`config.mk`:
```
export PLATFORM = sky130hd
export DESIGN_NAME = ram_arbiter_flat
export DESIGN_NICKNAME = d
export VERILOG_FILES = /design/src/rtl/ram_arbiter_if.sv /design/src/rtl/ram_arbiter.sv /design/src/flat_wrapper.sv
export SDC_FILE = /design/constraint.sdc
export NUM_CORES = 1
export LEC_CHECK = 0
export ABC_AREA = 0
export ABC_CLOCK_PERIOD_IN_PS = 4000
export CAP_MARGIN = 20
export CORE_MARGIN = 5
export CORE_UTILIZATION = 38
export CTS_CLUSTER_DIAMETER = 30
export DETAILED_ROUTE_END_ITERATION = 7
export PLACE_DENSITY = 0.95
export SYNTH_ARGS = -nofsm -noshare
export SYNTH_HDL_FRONTEND = slang
export SYNTH_SLANG_ARGS = --single-unit
```
`constraint.sdc`:
```
create_clock -name clk -period 4 [get_ports clk]
set_input_delay 0.4 -clock clk [delete_from_list [all_inputs] [get_ports clk]]
set_output_delay 0.4 -clock clk [all_outputs]
set_load 0.1 [all_outputs]
```
`src/rtl/ram_arbiter_if.sv`:
```
// Bus bundle between the fetch/load-store requesters, the arbiter and the RAM.
// The arbiter takes the slave view; requesters and the RAM take the master view.
interface ram_arbiter_if #(
    parameter int DATA_WIDTH = 32,
    parameter int ADDR_WIDTH = 12
);
    logic                    i_req;
    logic [ADDR_WIDTH-1:0]   i_addr;
    logic                    i_gnt;
    logic                    i_rvalid;
    logic [DATA_WIDTH-1:0]   i_rdata;

    logic                    d_req;
    logic [DATA_WIDTH/8-1:0] d_we;
    logic [ADDR_WIDTH-1:0]   d_addr;
    logic [DATA_WIDTH-1:0]   d_wdata;
    logic                    d_gnt;
    logic                    d_rvalid;
    logic [DATA_WIDTH-1:0]   d_rdata;

    logic                    ram_en;
    logic [DATA_WIDTH/8-1:0] ram_we;
    logic [ADDR_WIDTH-1:0]   ram_addr;
    logic [DATA_WIDTH-1:0]   ram_wdata;
    logic [DATA_WIDTH-1:0]   ram_rdata;

    modport slave (
        input  i_req, i_addr,
        output i_gnt, i_rvalid, i_rdata,
        input  d_req, d_we, d_addr, d_wdata,
        output d_gnt, d_rvalid, d_rdata,
        output ram_en, ram_we, ram_addr, ram_wdata,
        input  ram_rdata
    );

    modport master (
        output i_req, i_addr,
        input  i_gnt, i_rvalid, i_rdata,
        output d_req, d_we, d_addr, d_wdata,
        input  d_gnt, d_rvalid, d_rdata,
        input  ram_en, ram_we, ram_addr, ram_wdata,
        output ram_rdata
    );
endinterface

```
`src/rtl/ram_arbiter.sv`:
```
// Shares one single-port RAM between fetch (I) and load/store (D).
// D wins by default; a starvation counter hands I the port after MAX_STARVE losses.
module ram_arbiter #(
    parameter int DATA_WIDTH = 32,
    parameter int ADDR_WIDTH = 12,
    parameter int MAX_STARVE = 4
) (
    input  logic          clk,
    input  logic          rst_n,
    ram_arbiter_if.slave  bus
);
    localparam int NB = DATA_WIDTH / 8;

    localparam logic [0:0] PRIO_D = 1'b0;
    localparam logic [0:0] PRIO_I = 1'b1;

    localparam logic [4:0] MAX_S = 5'(MAX_STARVE);

    logic [0:0] prio;
    logic [3:0] starve_cnt;
    logic [4:0] starve_inc;
    logic       i_gnt;
    logic       d_gnt;
    logic       i_lose;

    assign starve_inc = {1'b0, starve_cnt} + 5'd1;
    assign i_lose     = bus.i_req && !i_gnt;

    // Pick at most one winner; nothing is granted while reset is held.
    always_comb begin
        i_gnt = 1'b0;
        d_gnt = 1'b0;
        if (rst_n) begin
            if (bus.i_req && (!bus.d_req || prio == PRIO_I))
                i_gnt = 1'b1;
            else if (bus.d_req)
                d_gnt = 1'b1;
        end
    end

    assign bus.i_gnt = i_gnt;
    assign bus.d_gnt = d_gnt;

    // Steer the winner onto the RAM; idle cycles drive all zeros.
    always_comb begin
        bus.ram_en    = i_gnt | d_gnt;
        bus.ram_we    = '0;
        bus.ram_addr  = '0;
        bus.ram_wdata = '0;
        if (d_gnt) begin
            bus.ram_we    = bus.d_we;
            bus.ram_addr  = bus.d_addr;
            bus.ram_wdata = bus.d_wdata;
        end else if (i_gnt) begin
            bus.ram_addr  = bus.i_addr;
        end
    end

    // Count consecutive cycles where I asks and loses, saturating at 15.
    always_ff @(posedge clk or negedge rst_n) begin
        if (!rst_n)
            starve_cnt <= '0;
        else if (i_lose)
            starve_cnt <= (starve_cnt == 4'hF) ? 4'hF : starve_inc[3:0];
        else
            starve_cnt <= '0;
    end

    // Flip priority to I once starved, back to D after I is served or gives up.
    always_ff @(posedge clk or negedge rst_n) begin
        if (!rst_n)
            prio <= PRIO_D;
        else if (prio == PRIO_D) begin
            if (i_lose && starve_inc >= MAX_S)
                prio <= PRIO_I;
        end else begin
            if (i_gnt || !bus.i_req)
                prio <= PRIO_D;
        end
    end

    // Fetch response: one-cycle pulse, data held until the next response.
    always_ff @(posedge clk or negedge rst_n) begin
        if (!rst_n) begin
            bus.i_rvalid <= 1'b0;
            bus.i_rdata  <= '0;
        end else begin
            bus.i_rvalid <= bus.i_req && i_gnt;
            if (bus.i_req && i_gnt)
                bus.i_rdata <= bus.ram_rdata;
        end
    end

    // Load/store response: writes return the pre-write word as acknowledge.
    always_ff @(posedge clk or negedge rst_n) begin
        if (!rst_n) begin
            bus.d_rvalid <= 1'b0;
            bus.d_rdata  <= '0;
        end else begin
            bus.d_rvalid <= bus.d_req && d_gnt;
            if (bus.d_req && d_gnt)
                bus.d_rdata <= bus.ram_rdata;
        end
    end

    if (NB * 8 != DATA_WIDTH) begin : g_bad_width
        $error("DATA_WIDTH must be a multiple of 8");
    end

endmodule

```
`src/flat_wrapper.sv`:
```
// flat-port wrapper written by rule: the top's interface ports become plain ports
module ram_arbiter_flat 
#(
    parameter int DATA_WIDTH = 32,
    parameter int ADDR_WIDTH = 12,
    parameter int MAX_STARVE = 4
)
  (clk, rst_n, bus_i_req, bus_i_addr, bus_i_gnt, bus_i_rvalid, bus_i_rdata, bus_d_req, bus_d_we, bus_d_addr, bus_d_wdata, bus_d_gnt, bus_d_rvalid, bus_d_rdata, bus_ram_en, bus_ram_we, bus_ram_addr, bus_ram_wdata, bus_ram_rdata);
  ram_arbiter_if #(.DATA_WIDTH(DATA_WIDTH), .ADDR_WIDTH(ADDR_WIDTH)) bus_i ();
  input  logic clk;
  input  logic rst_n;
  input wire logic [$bits(bus_i.i_req)-1:0] bus_i_req;
  input wire logic [$bits(bus_i.i_addr)-1:0] bus_i_addr;
  output wire logic [$bits(bus_i.i_gnt)-1:0] bus_i_gnt;
  output wire logic [$bits(bus_i.i_rvalid)-1:0] bus_i_rvalid;
  output wire logic [$bits(bus_i.i_rdata)-1:0] bus_i_rdata;
  input wire logic [$bits(bus_i.d_req)-1:0] bus_d_req;
  input wire logic [$bits(bus_i.d_we)-1:0] bus_d_we;
  input wire logic [$bits(bus_i.d_addr)-1:0] bus_d_addr;
  input wire logic [$bits(bus_i.d_wdata)-1:0] bus_d_wdata;
  output wire logic [$bits(bus_i.d_gnt)-1:0] bus_d_gnt;
  output wire logic [$bits(bus_i.d_rvalid)-1:0] bus_d_rvalid;
  output wire logic [$bits(bus_i.d_rdata)-1:0] bus_d_rdata;
  output wire logic [$bits(bus_i.ram_en)-1:0] bus_ram_en;
  output wire logic [$bits(bus_i.ram_we)-1:0] bus_ram_we;
  output wire logic [$bits(bus_i.ram_addr)-1:0] bus_ram_addr;
  output wire logic [$bits(bus_i.ram_wdata)-1:0] bus_ram_wdata;
  input wire logic [$bits(bus_i.ram_rdata)-1:0] bus_ram_rdata;
  assign bus_i.i_req = bus_i_req;
  assign bus_i.i_addr = bus_i_addr;
  assign bus_i_gnt = bus_i.i_gnt;
  assign bus_i_rvalid = bus_i.i_rvalid;
  assign bus_i_rdata = bus_i.i_rdata;
  assign bus_i.d_req = bus_d_req;
  assign bus_i.d_we = bus_d_we;
  assign bus_i.d_addr = bus_d_addr;
  assign bus_i.d_wdata = bus_d_wdata;
  assign bus_d_gnt = bus_i.d_gnt;
  assign bus_d_rvalid = bus_i.d_rvalid;
  assign bus_d_rdata = bus_i.d_rdata;
  assign bus_ram_en = bus_i.ram_en;
  assign bus_ram_we = bus_i.ram_we;
  assign bus_ram_addr = bus_i.ram_addr;
  assign bus_ram_wdata = bus_i.ram_wdata;
  assign bus_i.ram_rdata = bus_ram_rdata;
  ram_arbiter #(.DATA_WIDTH(DATA_WIDTH), .ADDR_WIDTH(ADDR_WIDTH), .MAX_STARVE(MAX_STARVE)) u_core (.clk(clk), .rst_n(rst_n), .bus(bus_i));
endmodule
```
==> metrics.md, run 1 <==
| Metric | Value |
|---|---|
| Die Ht | 100 um |
| CP max-delay cell | dlygate4sd3_1 |
| PostCTS Resize Cnt | 0 |
| Clock slew at reported path FFs | 0.07 ns |
| Crit-path max FO | 46 |
| Skew final | 0.00989 ns |
| GRT overflow | 0 |
| Core area | 0.00809 sq mm |
| Setup-failing EPs final | 0 |
| H-tree levels | 3 |
| Final hold violation count | 0 |
| Worst slew pin tran | 1.01 ns |
| # clock sinks | 71 |
| First-pass GRT wire length | 16.1 mm |
| Slowest Stage Delay on Critical Path | 0.56 ns |
| FF+latch count, synth | 71 |
| Critical Setup Path Class | in -> out |
| Commonest non-fill, non-tap cell in the layout | clkdlybuf4s50_1 |
| Row count | 33 |
| Initial Utilization | 0.384 |
| Vias in the first global route | 2899 |
| Clk_lat worst skew | 0.34 ns |
| DR vias/cell | 4.73 |
| Die width | 100 um |
| CTS Buf Count | 9 |
| Seq/Total Area, Yosys | 0.571 |
| GRT Overall Usage | 0.212 |
| Warnings from Yosys | 0 |
| Crit path time final | 2.96 ns |
| Residual DRC | 0 |
| Pre-antenna DRT Iters | 4 |
| Crit path top cell by count | buf_4 |
| CTS Root Cell | clkbuf_8 |
| PortBufs | 212 |
| Static Leak | 2.33 nW |
| Initial DRC Count | 56 |
| Worst path arrival time | 2.56 ns |
| Dpl hpwl | 8.54 mm |
| Status | complete, no violations |
| Total power draw | 3.12 mW |
| Syn_nets | 320 |
| Post-CTS setup buffer count | 0 |
| Largest net degree at the start of global routing | 71 |
| Share of cells above drive strength 1 | 0.312 |
| Die ar. | 0.0101 sq mm |
| Placer congestion estimate | 0.924 |
| CP Launch Type | primary input |
| Post-Syn Area | 0.00311 sq mm |
| Kind of end point of the critical path | output port |
| Mapped Cells | 222 |
| DRT Wirelength | 10.8 mm |
| Slew Viols, Final | 0 |
| Mapped Avg Cell Area | 14.0 sq um |
| Pwr per Cell Area | 581 mW/mm^2 |
| Hold/Removal Path Class | in -> async |
| WL per Instance | 19.6 um |
| Initial antenna violation count | 2 |
| Hold bufs inserted after CTS | 1 |
| Area growth syn-to-layout | 72.7% |
| WP data required | 3.60 ns |
| Max_slew headroom | 0.326 |
| Tcrit/Tclk final | 0.739 |
| Fin Setup TNS | 0 ns |
| Unrepaired setup endpoints after global routing | false |
| # Max-Cap Violations | 0 |
| Number of top-level pins | 213 |
| Max IR drop VDD | 325 uV |
| Most frequent cells in the layout | clkdlybuf4s50_1, dfrtp_1, mux2_2, buf_4, and2_1 |
| F_max | 338 MHz |
| Remaining antenna violation count | 0 |
| CTS tree | done |
| DR vias | 2598 |
| Synth cell types | 25 |
| Crit-path cells | dlygate4sd3_1 > buf_4 > nand2_1 > a21oi_4 > buf_12 > a22o_1 > buf_4 |
| CTS Buffer Depth | 2 |
| Fin nets | 535 |
==> where the power goes <==
part	switching [mW]	internal [mW]	total [mW]	leakage (nW)
Combinational	1.27	0.424	1.69	1.40
Clock	0.266	0.257	0.523	0.0874
Sequential	0.0661	0.840	0.906	0.849
Total	1.60	1.52	3.12	2.33
==> cell type report <==
class	instances	area, sq um
well taps	105	131
diodes	2	5.00
multi-input cells	135	1220
repair buffers	216	2040
inverters	4	15.0
fillers	594	2720
flip-flops and latches	71	1780
clock inverters	5	32.5
clock buffers	11	151
==> through the flow <==
stage,setup slack (ns),hold slack (ns),cells,cell area [sq um],util
after floorplan,1.47,0.104,222,3110,-
after global routing,0.930,0.437,549,5370,0.664
after CTS,1.06,0.425,547,5370,0.663
final,1.04,0.447,549,5370,0.664
after detailed placement,1.18,0.207,530,5170,0.639
after global placement,1.25,0.205,530,5170,0.639
==> cell families (layout without fill, tap and decap cells) <==
kind of cell / Yosys count / after routing / share of synthesized area
compound gates: 21 / 21 / 0.0555
fa+ha+maj: 2 / 2 / 0.00804
buf+inv: 16 / 236 / 0.0358
flops: 71 / 71 / 0.571
mux: 64 / 64 / 0.232
other cells: 0 / 2 / 0
simple gates: 48 / 48 / 0.0977
==> worst max-delay path: cells and delay by family <==
family                 cells  cell delay, ns
buffers and inverters      4            1.31
AOI/OAI and AO/OA          2            0.72
and+or+nand+nor            1            0.10
==> cells in the mapped netlist, drive strengths merged <==
master | count | share of area
a22o | 12 | 0.034
a21o | 1 | 0.0024
or2b | 1 | 0.0024
mux2 | 64 | 0.23
nand2 | 3 | 0.0036
buf | 8 | 0.023
inv | 4 | 0.0048
clkbuf | 4 | 0.0080
nand3 | 2 | 0.0072
a211oi | 1 | 0.0024
nor2 | 2 | 0.0024
dfrtp | 71 | 0.57
nand2b | 1 | 0.0044
nor3 | 2 | 0.0032
and2 | 37 | 0.074
a21oi | 5 | 0.012
ha | 2 | 0.0080
a31oi | 1 | 0.0020
a21bo | 1 | 0.0032
==> metal layers <==
layer,global-route usage,vias up,wire length [um]
met2,0.392,133,5850
li1,-,1199,-
met1,0.216,1251,3670
met4,0.0819,0,232
met3,0.0782,15,1020
met5,0,-,0
==> flip-flops by register name, summed over array words and instances (netlist names) <==
register,flops
u_core.bus.d_rdata,32
u_core.bus.d_rvalid,1
u_core.bus.i_rdata,32
u_core.bus.i_rvalid,1
u_core.prio,1
u_core.starve_cnt,4
==> worst paths after layout <==
path / depth (start not counted) / start / slack (ns) / to
worst max register to register: 4 / u_core.prio$_DFF_PN0_ / 2.05 / u_core.bus.i_rdata[11]$_DFFE_PN0P_
worst min register to register: 1 / u_core.bus.d_rdata[6]$_DFFE_PN0P_ / 0.49 / u_core.bus.d_rdata[6]$_DFFE_PN0P_
max in group asynchronous: 3 / rst_n / 2.50 / u_core.bus.d_rdata[0]$_DFFE_PN0P_
min in group clk: 1 / u_core.bus.d_rdata[6]$_DFFE_PN0P_ / 0.49 / u_core.bus.d_rdata[6]$_DFFE_PN0P_
worst max-delay path: 7 / rst_n / 1.04 / bus_ram_addr[9]
worst min-delay path: 2 / rst_n / 0.45 / u_core.bus.i_rdata[22]$_DFFE_PN0P_
Power figures use the tool's default switching activity.
==> run 2: changes to the inputs <==
Settings changed: ABC_CLOCK_PERIOD_IN_PS 4000 to 2700, CORE_UTILIZATION 38 to 32, PLACE_DENSITY 0.95 to 0.88.
Clock period 4 ns to 2.7 ns, I/O delays scaled along.
==> run 2 against run 1 <==
Compared with the run above:
- sequential power up 49%
- combinational power up 50%
- power up 48%
- via count down 0.12%
- non-clock buffer count up 4
- clock skew down 0.00062 ns
- sequential share of layout area down 2.8 points
- count of clock-buffer cells in the layout up 3
- final cell count up 5.3%
- critical path depth down 2
- first-iteration DRC count up 21%
- clock power up 40%
- critical path type is now reg -> out
- highest routed layer unchanged
==> metrics.md, run 2 (synthesis results as in run 1) <==
| Metric | Value |
|---|---|
| Status | complete, no violations |
| Final hold violation count | 0 |
| Vias in the first global route | 2844 |
| Remaining antenna violation count | 0 |
| Max_slew headroom | 0.639 |
| Biggest regs | u_core.bus.d_rdata x32, u_core.bus.i_rdata x32, u_core.starve_cnt x4 |
| Worst R2R End | u_core.bus.i_rdata[9]$_DFFE_PN0P_ |
| Static Leak | 2.57 nW |
| Skew final | 0.00926 ns |
| Worst Reg-to-Reg Cells | 5 |
| Final std cells w/o fill | 578 |
| CTS Buf Count | 9 |
| Reg2Reg Setup Slack | 0.89 ns |
| WP data required | 2.43 ns |
| # fillers | 740 |
| GRT Overall Usage | 0.177 |
| CTS tree | done |
| Dpl hpwl | 8.39 mm |
| Fin nets | 539 |
| Die ar. | 0.0118 sq mm |
| Worst path arrival time | 1.93 ns |
| Most frequent cells in the layout | clkdlybuf4s50_1, buf_4, dfrtp_1, mux2_2, buf_12 |
| Worst slew pin tran | 0.541 ns |
| Reg2reg start | u_core.prio$_DFF_PN0_ |
| Placer congestion estimate | 0.777 |
| Share of cells above drive strength 1 | 0.458 |
| Buf+Inv Stages, Crit Path | 2 |
| # Max-Cap Violations | 0 |
| CTS Root Cell | clkbuf_8 |
| GRT overflow | 0 |
| Commonest non-fill, non-tap cell in the layout | clkdlybuf4s50_1 |
| First-pass GRT wire length | 15.6 mm |
| Slowest Stage Delay on Critical Path | 0.44 ns |
| PostCTS Resize Cnt | 0 |
| Unrepaired setup endpoints after global routing | false |
| Core area | 0.00964 sq mm |
| Dpl cells | 563 |
| Area growth syn-to-layout | 88.9% |
| CP Launch Type | register |
| Die width | 109 um |
| Largest net degree at the start of global routing | 43 |
| CP max-delay cell | dfrtp_1 |
| Slew Viols, Final | 0 |
| Hold/Removal Path Class | in -> async |
| Post-CTS setup buffer count | 0 |
| H-tree levels | 3 |
| Initial antenna violation count | 0 |
| Hold bufs inserted after CTS | 0 |
| PortBufs | 212 |
| Clock slew at reported path FFs | 0.08 ns |
| Initial DRC Count | 68 |
| DR vias | 2595 |
| Critical Setup Path Class | reg -> out |
| Crit-path max FO | 25 |
| Total power draw | 4.62 mW |
| Crit path max-delay family | buffers and inverters |
| DR vias/cell | 4.49 |
| Setup-failing EPs final | 0 |
| F_max | 455 MHz |
| Tcrit/Tclk final | 0.815 |
| Crit path time final | 2.20 ns |
| Row count | 36 |
| Diode count | 0 |
| CTS Buffer Depth | 2 |
| Kind of end point of the critical path | output port |
| Die Ht | 109 um |
| # clock sinks | 71 |
| Pre-antenna DRT Iters | 4 |
| Clk_lat worst skew | 0.35 ns |
| Residual DRC | 0 |
| DRT Wirelength | 10.5 mm |
| Pwr per Cell Area | 787 mW/mm^2 |
| Crit-path cells | nand2b_4 > nand3_4 > inv_2 > a22o_1 > buf_12 |
| Max IR drop VDD | 468 uV |
| Number of top-level pins | 213 |
| Initial Utilization | 0.323 |
| WL per Instance | 18.2 um |
| Fin Setup TNS | 0 ns |
==> run 2: metrics by stage <==
stage / hold slack, ns / instance area [sq um] / setup slack [ns] / utilization
floorplan: -0.0256 / 3110 / 0.299 / -
global placement: 0.379 / 5720 / 0.577 / 0.593
detailed placement: 0.394 / 5720 / 0.542 / 0.593
CTS: 0.000422 / 5880 / 0.474 / 0.610
global route: 0.0212 / 5880 / 0.375 / 0.610
finish: 0.00453 / 5880 / 0.500 / 0.610
==> run 2: where the power goes <==
| group | switching [mW] | total [mW] | internal, mW |
|---|---|---|---|
| registers | 0.103 | 1.35 | 1.25 |
| clock network | 0.378 | 0.732 | 0.354 |
| logic | 1.88 | 2.54 | 0.660 |
==> run 2: layout make-up <==
type / count / area, sq um / share of cell area
Clock buffer: 14 / 153 / 0.0260
Clock inverter: 1 / 5.00 / 0.000852
Inverter: 4 / 15.0 / 0.00256
Multi-Input combinational cell: 135 / 1220 / 0.208
Sequential cell: 71 / 1780 / 0.302
Tap cell: 133 / 166 / 0.0283
Timing Repair Buffer: 220 / 2540 / 0.432
==> run 2: worst max path at each step <==
stage / start / to / slack (ns) / cells after the start
floorplan: u_core.prio$_DFF_PN0_ / bus_ram_addr[10] / 0.30 / 5
global placement: bus_d_req / bus_ram_wdata[17] / 0.58 / 6
detailed placement: bus_i_req / bus_ram_addr[2] / 0.54 / 5
CTS: u_core.prio$_DFF_PN0_ / bus_ram_addr[2] / 0.47 / 5
global route: u_core.prio$_DFF_PN0_ / bus_ram_addr[2] / 0.37 / 5
finish: u_core.prio$_DFF_PN0_ / bus_ram_addr[2] / 0.50 / 5
==> run 2: per-layer routing <==
layer	track usage	vias to the layer above	wire (um)
met5	0	-	0
met4	0.0442	0	114
met3	0.0860	11	1180
met2	0.321	135	5570
met1	0.183	1241	3660
li1	-	1208	-
